===== config.mk =====
export PLATFORM = sky130hd
export DESIGN_NAME = cache_arb_fsm
export DESIGN_NICKNAME = d
export VERILOG_FILES = /design/src/rtl/cache_arb_fsm.sv
export SDC_FILE = /design/constraint.sdc
export NUM_CORES = 1
export LEC_CHECK = 0
export BUFFER_PORTS_ARGS = -buffer_cell sky130_fd_sc_hd__buf_2
export CAP_MARGIN = 30
export CORE_MARGIN = 2
export CORE_UTILIZATION = 29
export CTS_CLUSTER_DIAMETER = 150
export DETAILED_ROUTE_END_ITERATION = 8
export GPL_ROUTABILITY_DRIVEN = 0
export PLACE_DENSITY = 0.54
export SETUP_SLACK_MARGIN = 0.2
export SKIP_CTS_REPAIR_TIMING = 1
export SLEW_MARGIN = 10
export SYNTH_ARGS = -nofsm -noshare
export SYNTH_HDL_FRONTEND = slang
export SYNTH_SLANG_ARGS = --single-unit

===== constraint.sdc =====
create_clock -name i_clk -period 1.5 [get_ports i_clk]
set_clock_uncertainty 0.15 [all_clocks]
set_input_delay 0.3 -clock i_clk [delete_from_list [all_inputs] [get_ports i_clk]]
set_output_delay 0.3 -clock i_clk [all_outputs]
set_load 0.1 [all_outputs]

===== src/rtl/cache_arb_fsm.sv =====
// Round-robin arbiter for cache-port misses. Each granted miss does an optional AXI write-back and
// then a line fill. The optional watchdog is enabled by defining CACHE_ARB_FSM_TIMEOUT_EN.
module cache_arb_fsm #(
   parameter int unsigned NUM_PORTS = 2,
   parameter int unsigned TIMEOUT_W = 8,
   localparam int unsigned PW = (NUM_PORTS > 1) ? $clog2(NUM_PORTS) : 1
) (
   input  logic                 i_clk,
   input  logic                 i_arst,
   input  logic [NUM_PORTS-1:0] i_req,
   input  logic [NUM_PORTS-1:0] i_hit,
   input  logic [NUM_PORTS-1:0] i_dirty,
   input  logic                 i_axi_done,
   output logic                 o_stall,
   output logic [NUM_PORTS-1:0] o_we,
   output logic                 o_axi_write_start,
   output logic                 o_axi_read_start,
   output logic [PW-1:0]        o_port_sel,
   output logic                 o_timeout
);

   localparam int unsigned IW = PW + 1;

   typedef enum logic [1:0] {
      StIdle,
      StWriteBack,
      StAllocate
   } state_e;

   state_e               state_q;
   logic [PW-1:0]        grant_q;
   logic [PW-1:0]        rr_ptr_q;
   logic [PW-1:0]        grant_idle;
   logic [PW-1:0]        rr_next;
   logic [NUM_PORTS-1:0] miss;
   logic                 miss_any;
   logic                 found;
   logic [IW-1:0]        idx;
   logic                 expire;

   assign miss     = i_req & ~i_hit;
   assign miss_any = |miss;
   assign rr_next  = (grant_q == PW'(NUM_PORTS - 1)) ? '0 : grant_q + PW'(1);

   // First missing port at or above rr_ptr, wrapping around.
   always_comb begin
      grant_idle = '0;
      found      = 1'b0;
      idx        = '0;
      for (int unsigned i = 0; i < NUM_PORTS; i++) begin
         idx = {1'b0, rr_ptr_q} + IW'(i);
         if (idx >= IW'(NUM_PORTS)) begin
            idx = idx - IW'(NUM_PORTS);
         end
         if (!found && miss[idx]) begin
            found      = 1'b1;
            grant_idle = idx[PW-1:0];
         end
      end
   end

`ifdef CACHE_ARB_FSM_TIMEOUT_EN
   localparam logic [TIMEOUT_W-1:0] WdogLast = TIMEOUT_W'((1 << TIMEOUT_W) - 2);

   logic [TIMEOUT_W-1:0] wdog_q;

   // Held at zero in IDLE and on each done so every transfer phase starts a fresh count.
   always_ff @(posedge i_clk or posedge i_arst) begin
      if (i_arst) begin
         wdog_q <= '0;
      end else if (state_q == StIdle || i_axi_done) begin
         wdog_q <= '0;
      end else begin
         wdog_q <= wdog_q + TIMEOUT_W'(1);
      end
   end

   assign expire = (state_q != StIdle) && !i_axi_done && (wdog_q == WdogLast);
`else
   logic [TIMEOUT_W-1:0] unused_wdog;

   assign unused_wdog = '0;
   assign expire      = 1'b0;
`endif

   always_ff @(posedge i_clk or posedge i_arst) begin
      if (i_arst) begin
         state_q  <= StIdle;
         grant_q  <= '0;
         rr_ptr_q <= '0;
      end else begin
         unique case (state_q)
            StIdle: begin
               if (miss_any) begin
                  grant_q <= grant_idle;
                  state_q <= i_dirty[grant_idle] ? StWriteBack : StAllocate;
               end
            end
            StWriteBack: begin
               if (i_axi_done) begin
                  state_q <= StAllocate;
               end else if (expire) begin
                  state_q  <= StIdle;
                  rr_ptr_q <= rr_next;
               end
            end
            StAllocate: begin
               if (i_axi_done || expire) begin
                  state_q  <= StIdle;
                  rr_ptr_q <= rr_next;
               end
            end
            default: state_q <= StIdle;
         endcase
      end
   end

   always_comb begin
      o_stall           = 1'b0;
      o_we              = '0;
      o_axi_write_start = 1'b0;
      o_axi_read_start  = 1'b0;
      o_port_sel        = '0;
      o_timeout         = 1'b0;
      unique case (state_q)
         StIdle: begin
            if (miss_any) begin
               o_stall    = 1'b1;
               o_port_sel = grant_idle;
               if (i_dirty[grant_idle]) begin
                  o_axi_write_start = 1'b1;
               end else begin
                  o_axi_read_start = 1'b1;
               end
            end
         end
         StWriteBack: begin
            o_stall           = 1'b1;
            o_port_sel        = grant_q;
            o_axi_write_start = ~i_axi_done;
            o_timeout         = expire;
         end
         StAllocate: begin
            o_stall          = 1'b1;
            o_port_sel       = grant_q;
            o_axi_read_start = ~i_axi_done;
            o_timeout        = expire;
            if (i_axi_done) begin
               o_we[grant_q] = 1'b1;
            end
         end
         default: ;
      endcase
   end

endmodule


After elaboration in Yosys (flattened, before gate mapping)
Cells that the tools add are included.
- logic and storage cells: 62
- output and inout bits: 7
- register bits after elaboration: 4
- bits of input ports: 9
- order comparisons: 7
- equal/unequal tests: 5
- bitwise operators: 3
- multiplexer cells: 31
- $add $sub $neg: 4
- reductions and logical operators: 9
- operator list (kind ; number):
    two-way mux 1 bit ; 17
    two-way mux 2 bit ; 8
    one-hot mux 1 bit (2 select lines) ; 4
    inequality test 2 bit (second input constant) ; 3
    one-hot mux 2 bit (3 select lines) ; 1
    less-than comparator 1 x 2 -> 1 bit (second input constant) ; 2
    less-than comparator 2 bit (second input constant) ; 2
    AND reduction 2 bit ; 2
    OR reduction 2 bit ; 2
    AND reduction 3 bit ; 1
    adder 1 x 1 -> 2 bit (second input constant) ; 1
    AND 2 bit ; 1
    == test 2 x 1 -> 1 bit (second input constant) ; 1
    == test 2 bit (second input constant) ; 1
    >= comparator 1 x 2 -> 1 bit (second input constant) ; 1
    >= comparator 2 bit (second input constant) ; 1
    logical AND 1 bit ; 2
    logical NOT 2 bit ; 1
    inverter 2 bit ; 1
    subtractor 1 x 2 -> 2 bit (second input constant) ; 1
    subtractor 2 bit (second input constant) ; 1
    adder 1 bit (second input constant) ; 1
    demux 1 bit (select 1 bit) ; 1
    >= comparator 1 bit (second input constant) ; 1
    2 further kinds ; 2

Logic depth before layout (Yosys ltp)
Gate-level depths: netlist (run 1).
- depth after elaboration: 13
- depth in mapped cells: 6
- depth with buffers taken out: 6

Least setup slack after synthesis (run 1)
OpenSTA, ideal clock, no wires.
- path kind: flip-flop to output port
- start: reg state_q[0]
- end: out o_axi_write_start
- cell stages (with the launch flop): 5
- arrival: 2.321 ns
- data required time: 1.050 ns
- slack: -1.271 ns
- path buffers: 0
- cell sequence: dfrtp_1 inv_1 ha_1 nand2_1 o22ai_1
- word-level cells in the longest chain between the ends: 2
- elaborated cells between the ends (all ways): 3
- classes of those cells: eq/ne (1); mux (1); reduce/logical (1)
- RTL lines (item ; line ; text):
    start, declared ; 30 ; state_e state_q;
    start signal, assigned ; 88 ; state_q <= StIdle;
    start signal, assigned ; 96 ; state_q <= i_dirty[grant_idle] ? StWriteBack : StAllocate;
    start signal, assigned ; 101 ; state_q <= StAllocate;
    == test 2 x 1 -> 1 bit or logical NOT 2 bit (tied branches) ; 125 ; unique case (state_q)
    one-hot mux 1 bit (2 select lines) (*) ; 125 ;
    end, declared ; 16 ; output logic o_axi_write_start,
Every way passes the cells marked *; elsewhere a longest branch is shown, timed or not.

Worst setup path in the final report (run 1)
- start: reg rr_ptr_q
- end: out o_axi_read_start
- word-level cells in the longest chain between the ends: 13
- elaborated cells between the ends (all ways): 21
- classes of those cells: add/sub (3); order compare (2); mux (14); reduce/logical (2)
- RTL lines (item ; line ; text):
    start, declared ; 32 ; logic [PW-1:0] rr_ptr_q;
    start signal, assigned ; 104 ; rr_ptr_q <= rr_next;
    start signal, assigned ; 110 ; rr_ptr_q <= rr_next;
    subtractor 1 x 2 -> 2 bit or >= comparator 1 x 2 -> 1 bit (tied branches) ; 53, 52 ;
    two-way mux 2 bit ; 52 ; if (idx >= IW'(NUM_PORTS)) begin
    two-way mux 1 bit (not written as such) (2 in series) ; 55 ; if (!found && miss[idx]) begin
    two-way mux 1 bit ; 55 ;
    logical NOT 1 bit ; 55 ;
    logical AND 1 bit ; 55 ;
    two-way mux 1 bit (*) ; 55 ;
    two-way mux 1 bit (not written as such) (*) (2 in series) ; 130 ; if (i_dirty[grant_idle]) begin
    two-way mux 1 bit (*) ; 130 ;
    two-way mux 1 bit (*) ; 127 ; if (miss_any) begin
    one-hot mux 1 bit (2 select lines) (*) ; 125 ;
    end, declared ; 17 ; output logic o_axi_read_start,
Every way passes the cells marked *; elsewhere a longest branch is shown, timed or not. The select of a mux whose other input is x is not followed.

==> out/metrics.cfg, run 1 <==
[sta]
rsz0062_at_grt = true
fmax_mhz = 511
hold_slack_ns = 0.329
worst_slack_ns = -0.458
slew_viol_final = 0
fin_crit_ns = 1.96
fin_crit_sh_pct = 131
finalSetupViolCount = 8
finalHoldViolCount = 0

[setup_path]
critPathArrivalTime_ns = 1.51
worstSetupPathType = register to primary output
slowest_stage = dfrtp_1
worst_setup_path_end_kind = primary output
worst-path-buf-inv = 1
reg2regPathDepth = 7
r2r-end = state_q[1]$_DFFE_PP0P_
r2r-start = state_q[0]$_DFFE_PP0P_
critPathRequiredTime_ns = 1.05
crit_chain = o21ba_4, mux2_4, o22ai_4, buf_12
reg2reg_slack_ns = -0.18
start_kind = register
critical_path.max_fanout = 3
critPathTopFamily = flip-flops
cp_slowest_stage_delay_ns = 0.40

[synthesis]
synth_edf_count = 0
syn_nets = 53
postSynthAreaPerCell_um2 = 9.42
ys.flop_type = dfrtp_1
synth_most_common_cell = inv_1
async_flop_share_pct = 100
ys_top_cells_by_count = inv_1 (6), dfrtp_1 (4), ha_1 (4), nand2_1 (3)
synth_seq_cells = 4
synth_cells = 40
synth_area_um2 = 377
netlist.area_leader.share_pct = 26.6
ys_seq_area_share_pct = 26.6
ys_types = 23
synthTopCellsByArea = dfrtp_1 (27%), ha_1 (13%), nand2b_4 (7.3%)
yosys_warnings = 0
synth_area_leader_cell = dfrtp_1

[cells_and_area]
fillCellCount = 79
drive_gt1_share_pct = 80.8
area_delta_synth_final_pct = 127
fin_nets = 88
finalCoreUtilization_pct = 74.0
diodes = 0
stdcell_count = 87

[die]
dieArea_um2 = 1600
die_h_um = 40.0
fp.dieW_um = 40.0
rows = 12
ios = 16
initial_core_util_pct = 32.6
core_um2 = 1160

[global_route]
overflow = 0
grt_max_degree = 6
grt_pass1_wl_mm = 1.89
grt_pass1_vias = 446
antenna_found_initial = 0
grt_util_all_layers_pct = 19.0

[clocking]
cts_tree = done
insertion_delay_ns = 0.24
clkSinkCount = 4
htreeDepth = 1
ctsRootBufferMaster = clkbuf_4
cts_buffer_depth = 2
clk_pin_slew_worst_paths_ns = 0.04
cts_buffers = 3

[drt]
vias = 426
viasPerCell = 4.90
wl_per_cell_um = 15.1
wirelength_mm = 1.32
drc = 0
drt_pass1_iterations = 4
route.antenna.remaining_nets = 0
drtIter0Drc = 4

[place]
place.detailed.hpwl_mm = 1.01
portBuffers = 14
dp.cells = 79

[status]
status = finished, violations left
violations = negative setup slack

[job]
cap_violations = 0

[min_path]
worstHoldPathType = input port to asynchronous set/reset pin

-- layout make-up --
class                   instances  area, um2  area share, %
clock buffers                   3       22.5           2.63
well taps                      14       17.5           2.05
inverters                       6       25.0           2.92
repair buffers                 31        293           34.2
multi-input cells              29        397           46.3
flip-flops and latches          4        101           11.8
-- cell usage in the layout (no fill, tap or decap), types with 2 or more instances in the layout --
cell      instances
buf_12            5
buf_2             8
buf_4            13
buf_6             4
clkbuf_4          3
dfrtp_1           3
ha_4              3
inv_1             3
inv_2             2
nand2_4           2
nand2b_4          2
nor2_4            2
o21ba_4           2
o22ai_4           2
-- registers in the layout, indices dropped and copies added (netlist names) --
signal and count:
rr_ptr_q 1, state_q 2, grant_q 1
-- through the flow --
step | setup slack, ns | instance area (um2) | TNS, ns
2_1_floorplan | -0.476 | 482 | -1.68
3_3_place_gp | -0.413 | 727 | -1.77
3_5_place_dp | -0.435 | 727 | -1.97
4_1_cts | -0.557 | 749 | -3.18
5_1_grt | -0.498 | 856 | -2.90
6_report | -0.458 | 856 | -2.60
-- worst register-to-register path, delay by kind of cell (launching register included) --
family                   cells  cell delay [ns]
adder cells (fa/ha/maj)      1             0.16
flip-flops                   1             0.43
AO/OA/AOI/OAI                3             0.60
buffers and inverters        3             0.27
-- worst max-delay path by stage --
stage	from	endpoint	slack (ns)	cells past startpoint
floorplan	i_hit[1]	o_axi_read_start	-0.48	4
detailed placement	i_hit[1]	o_axi_write_start	-0.43	6
global route	rr_ptr_q$_DFFE_PP0P_	o_axi_read_start	-0.50	4
CTS	rr_ptr_q$_DFFE_PP0P_	o_axi_write_start	-0.56	4
global placement	i_hit[1]	o_axi_write_start	-0.41	6
finish	rr_ptr_q$_DFFE_PP0P_	o_axi_read_start	-0.46	4
-- routing by layer --
metal / global-route usage (%) / part of all wire, % / vias to the layer above
met4: 15.5 / 2.1 / 0
met1: 16.2 / 36 / 204
met5: 0 / 0 / -
met3: 2.22 / 3.3 / 3
met2: 37.9 / 58 / 15
li1: - / - / 204
-- cell families (layout without fill, tap and decap cells) --
family          count (synthesis)  in the layout  share of synthesized area, %
buf+inv                         7             40                          7.97
compound gates                 14             14                          30.6
flops                           4              4                          26.6
mux                             2              2                          6.64
other cells                     1              1                         0.996
simple gates                    8              8                          14.0
fa+ha+maj                       4              4                          13.3
Power of run 1 is not shown: default switching activity piles up to over one toggle a cycle in this logic, so the estimate is an artifact.
==> run 2, diff against run 1 <==
--- a/config.mk
+++ b/config.mk
@@ -5,6 +5,7 @@
 export SDC_FILE = /design/constraint.sdc
 export NUM_CORES = 1
 export LEC_CHECK = 0
+export ABC_CLOCK_PERIOD_IN_PS = 1500
 export BUFFER_PORTS_ARGS = -buffer_cell sky130_fd_sc_hd__buf_2
 export CAP_MARGIN = 30
 export CORE_MARGIN = 2
@@ -15,6 +16,7 @@
 export PLACE_DENSITY = 0.54
 export SETUP_SLACK_MARGIN = 0.2
 export SKIP_CTS_REPAIR_TIMING = 1
+export SKIP_LAST_GASP = 1
 export SLEW_MARGIN = 10
 export SYNTH_ARGS = -nofsm -noshare
 export SYNTH_HDL_FRONTEND = slang
==> run 2 against run 1 <==
The flow still finishes with violations (negative setup slack). Wire length about the same. Global-route usage unchanged. Flip-flop and latch count unchanged. First-iteration DRC count unchanged. Hold slack unchanged. Via count unchanged. Critical path depth unchanged. Fmax unchanged. Setup slack unchanged. Utilization unchanged. Die area unchanged. Clock-buffer cell count unchanged.
==> out/metrics.cfg, run 2 (synthesis gave the netlist of run 1 again) <==
[die]
rows = 12  ; unchanged
initial_core_util_pct = 32.6  ; unchanged
ios = 16  ; unchanged
core_um2 = 1160  ; unchanged
dieArea_um2 = 1600  ; unchanged
die_h_um = 40.0  ; unchanged
fp.dieW_um = 40.0  ; unchanged

[drt]
drt_pass1_iterations = 4  ; unchanged
drc = 0  ; unchanged
viasPerCell = 4.90  ; unchanged
wirelength_mm = 1.32  ; about the same
vias = 426  ; unchanged
route.antenna.remaining_nets = 0  ; unchanged
drtIter0Drc = 4  ; unchanged
wl_per_cell_um = 15.1  ; about the same

[sta]
fin_crit_sh_pct = 131  ; unchanged
finalHoldViolCount = 0  ; unchanged
worst_slack_ns = -0.458  ; unchanged
slew_viol_final = 0  ; unchanged
finalSetupViolCount = 8  ; unchanged
rsz0062_at_grt = true  ; unchanged
fmax_mhz = 511  ; unchanged
fin_crit_ns = 1.96  ; unchanged

[setup_path]
critPathArrivalTime_ns = 1.51  ; about the same
critPathRequiredTime_ns = 1.05  ; about the same
critical_path.max_fanout = 3  ; unchanged
start_kind = register  ; unchanged
worst_setup_path_end_kind = primary output  ; unchanged
worstSetupPathType = register to primary output  ; unchanged

[clocking]
cts_buffer_depth = 2  ; unchanged
htreeDepth = 1  ; unchanged
ctsRootBufferMaster = clkbuf_4  ; unchanged
cts_buffers = 3  ; unchanged
clk_pin_slew_worst_paths_ns = 0.04  ; about the same
clkSinkCount = 4  ; unchanged
cts_tree = done  ; unchanged
insertion_delay_ns = 0.24  ; about the same

[cells_and_area]
biggestRegsByFlops = state_q (2), grant_q (1), rr_ptr_q (1)  ; unchanged
finalInstanceArea_um2 = 856  ; unchanged
largest_register_ffs = 2  ; unchanged
final_cell_mix = buf_4 (12), buf_2 (8), buf_12 (5), clkbuf_4 (4), buf_6 (4)  ; was buf_4 (13), buf_2 (8), buf_12 (5), buf_6 (4)
fin_nets = 88  ; unchanged
diodes = 0  ; unchanged
drive_gt1_share_pct = 80.8  ; unchanged
final_common_cell = buf_4  ; unchanged
area_delta_synth_final_pct = 127  ; unchanged
regMostFlops = state_q  ; unchanged

[job]
cap_violations = 0  ; unchanged

[place]
place_area_um2 = 727  ; unchanged
portBuffers = 14  ; unchanged
place.detailed.hpwl_mm = 1.01  ; unchanged

[global_route]
grt_pass1_wl_mm = 1.89  ; unchanged
grt_max_degree = 6  ; unchanged
overflow = 0  ; unchanged
grt_pass1_vias = 446  ; unchanged
antenna_found_initial = 0  ; unchanged
grt_util_all_layers_pct = 19.0  ; unchanged

[status]
status = finished, violations left  ; unchanged
violations = negative setup slack  ; unchanged

[min_path]
worstHoldPathType = input port to asynchronous set/reset pin  ; unchanged

run 2: cell count changes in the layout (fill, tap and decap cells not counted), sizes merged:
cell    before  now
buf         30   29
clkbuf       3    4
run 2: per-layer routing:
metal  routed length, um  share of wire (%)  track usage (%)
met5                   0                  0                0
met3                  43                3.3             2.22
met2                 766                 58             37.9
met4                  27                2.1             15.5
met1                 477                 36             16.2
run 2: critical path, cell delays in order (launching register included):
cell and delay, ns:
dfrtp_1 0.40, o21ba_4 0.23, mux2_4 0.32, o22ai_4 0.12
buf_12 0.19
run 2: layout make-up:
class | instances | area [um2]
fillers | 79 | 300
well taps | 14 | 17.5
repair buffers | 31 | 293
flip-flops and latches | 4 | 101
inverters | 6 | 25.0
clock buffers | 3 | 22.5
multi-input cells | 29 | 397
run 2: path summary, 6_finish.rpt:
kind / from / to / slack, ns / cells past startpoint
min in group i_clk: i_dirty[1] / state_q[1]$_DFFE_PP0P_ / 0.35 / 4
hold / removal: i_arst / state_q[1]$_DFFE_PP0P_ / 0.33 / 3
setup / recovery: rr_ptr_q$_DFFE_PP0P_ / o_axi_read_start / -0.46 / 4
setup reg to reg: state_q[0]$_DFFE_PP0P_ / state_q[1]$_DFFE_PP0P_ / -0.18 / 7
hold reg to reg: rr_ptr_q$_DFFE_PP0P_ / rr_ptr_q$_DFFE_PP0P_ / 0.41 / 1
max in group asynchronous: i_arst / state_q[0]$_DFFE_PP0P_ / 0.70 / 3
run 2: through the flow:
stage / setup TNS [ns] / hold WS, ns / util (%) / cells / worst slack [ns]
floorplan: -1.68 / -0.0839 / - / 40 / -0.476
global placement: -1.77 / 0.0241 / 62.9 / 79 / -0.413
detailed placement: -1.97 / 0.0392 / 62.9 / 79 / -0.435
CTS: -3.18 / -0.217 / 64.8 / 82 / -0.557
global route: -2.95 / 0.361 / 74.0 / 87 / -0.498
finish: -2.64 / 0.329 / 74.0 / 87 / -0.458
Power of run 2 is left out for the same reason.
==> run 3, diff against run 2 <==
--- a/config.mk
+++ b/config.mk
@@ -13,7 +13,7 @@
 export CTS_CLUSTER_DIAMETER = 150
 export DETAILED_ROUTE_END_ITERATION = 8
 export GPL_ROUTABILITY_DRIVEN = 0
-export PLACE_DENSITY = 0.54
+export PLACE_DENSITY = 0.59
 export SETUP_SLACK_MARGIN = 0.2
 export SKIP_CTS_REPAIR_TIMING = 1
 export SKIP_LAST_GASP = 1
==> run 3 against run 2 <==
The run still ends with negative setup slack left. Clock-buffer cell count is the same. Final area fell by 1.5%. Utilization down 1.1 points. Critical path type unchanged. Highest routed layer unchanged.
==> out/metrics.cfg, run 3 (synthesis gave the netlist of run 1 again) <==
[clocking]
cts_buffer_depth = 2  ; unchanged
cts_buffers = 3  ; unchanged
clkSinkCount = 4  ; unchanged
clk_pin_slew_worst_paths_ns = 0.04  ; about the same
insertion_delay_ns = 0.24  ; about the same
htreeDepth = 1  ; unchanged
ctsRootBufferMaster = clkbuf_4  ; unchanged
cts_tree = done  ; unchanged

[drt]
vias = 403  ; was 426
route.antenna.remaining_nets = 0  ; unchanged
viasPerCell = 4.63  ; was 4.90
wl_per_cell_um = 11.9  ; was 15.1 um
drtIter0Drc = 0  ; was 4
drc = 0  ; unchanged
drt_pass1_iterations = 1  ; was 4
wirelength_mm = 1.04  ; was 1.32 mm

[die]
die_h_um = 40.0  ; unchanged
core_um2 = 1160  ; unchanged
initial_core_util_pct = 32.6  ; unchanged
rows = 12  ; unchanged
ios = 16  ; unchanged
dieArea_um2 = 1600  ; unchanged
fp.dieW_um = 40.0  ; unchanged

[sta]
fmax_mhz = 490  ; was 511 MHz
fin_crit_sh_pct = 136  ; was 131%
fin_crit_ns = 2.04  ; was 1.96 ns
setup_tns_ns = -2.57  ; was -2.64 ns
rsz0062_at_grt = true  ; unchanged
slew_viol_final = 0  ; unchanged
worst_slack_ns = -0.542  ; was -0.458 ns
finalSetupViolCount = 7  ; was 8
finalHoldViolCount = 0  ; unchanged

[setup_path]
cp_slowest_stage_delay_ns = 0.39  ; was 0.40 ns
slowest_stage = dfrtp_1  ; unchanged
r2r-end = state_q[1]$_DFFE_PP0P_  ; unchanged
worst-path-buf-inv = 2  ; was 1
critPathLaunch = rr_ptr_q$_DFFE_PP0P_  ; unchanged
start_kind = register  ; unchanged
reg2reg_slack_ns = -0.07  ; was -0.18 ns
reg2regPathDepth = 7  ; unchanged
critPathRequiredTime_ns = 1.05  ; about the same
critPathArrivalTime_ns = 1.59  ; was 1.51 ns
worst_setup_path_end_kind = primary output  ; unchanged
worstSetupPathType = register to primary output  ; unchanged
crit_chain = o21ba_4, buf_6, mux2_4, o22ai_4, buf_12  ; was o21ba_4, mux2_4, o22ai_4, buf_12
critical_path.max_fanout = 3  ; unchanged
r2r-start = state_q[0]$_DFFE_PP0P_  ; unchanged
critPathTopFamily = flip-flops  ; unchanged

[cells_and_area]
fin_nets = 88  ; unchanged
diodes = 0  ; unchanged
final_cell_mix = buf_4 (12), buf_2 (8), buf_12 (5), clkbuf_4 (4), buf_6 (4)  ; unchanged
biggestRegsByFlops = state_q (2), grant_q (1), rr_ptr_q (1)  ; unchanged
drive_gt1_share_pct = 79.5  ; was 80.8%
largest_register_ffs = 2  ; unchanged
final_common_cell = buf_4  ; unchanged
regMostFlops = state_q  ; unchanged
fillCellCount = 74  ; was 79
area_delta_synth_final_pct = 124  ; was 127%

[global_route]
grt_pass1_vias = 416  ; was 446
grt_util_all_layers_pct = 16.0  ; was 19.0%
overflow = 0  ; unchanged
antenna_found_initial = 0  ; unchanged
grt_pass1_wl_mm = 1.57  ; was 1.89 mm
grt_max_degree = 6  ; unchanged

[job]
cap_violations = 0  ; unchanged

[min_path]
worstHoldPathType = input port to asynchronous set/reset pin  ; unchanged

[status]
violations = negative setup slack  ; unchanged
status = finished, violations left  ; unchanged

[place]
portBuffers = 14  ; unchanged

run 3: metal layers:
layer  track usage [%]  share of wire [%]  vias up
met2              26.6                 48       13
met3              3.33                3.4        4
met4              15.5                3.3        0
met5                 0                  0        -
met1              16.4                 45      179
li1                  -                  -      207
run 3: per-stage QoR:
step / setup slack, ns / cell area, um2 / std cells / hold slack [ns] / util [%]
finish: -0.542 / 843 / 87 / 0.330 / 72.9
global placement: -0.445 / 734 / 80 / 0.0314 / 63.5
CTS: -0.596 / 757 / 83 / -0.222 / 65.5
floorplan: -0.476 / 482 / 40 / -0.0839 / -
detailed placement: -0.455 / 734 / 80 / 0.0319 / 63.5
global route: -0.582 / 843 / 87 / 0.353 / 72.9
run 3: worst max-delay path by stage:
stage | slack, ns | cells past startpoint | endpoint
final | -0.54 | 5 | o_axi_read_start
after global routing | -0.58 | 5 | o_axi_read_start
after CTS | -0.60 | 5 | o_axi_write_start
after detailed placement | -0.46 | 7 | o_axi_write_start
after global placement | -0.45 | 7 | o_axi_write_start
after floorplan | -0.48 | 4 | o_axi_read_start
run 3: final cells by class:
cell class | count | area [um2] | share of cell area, %
multi-input cells | 29 | 384 | 45.5
repair buffers | 31 | 293 | 34.7
well taps | 14 | 17.5 | 2.08
inverters | 6 | 25.0 | 2.97
clock buffers | 3 | 22.5 | 2.67
flip-flops and latches | 4 | 101 | 12.0
run 3: worst min-delay path, stage by stage:
cell	delay, ns
dlygate4sd3_1	0.53
buf_2	0.12
inv_1	0.11
Power of run 3 is left out for the same reason.
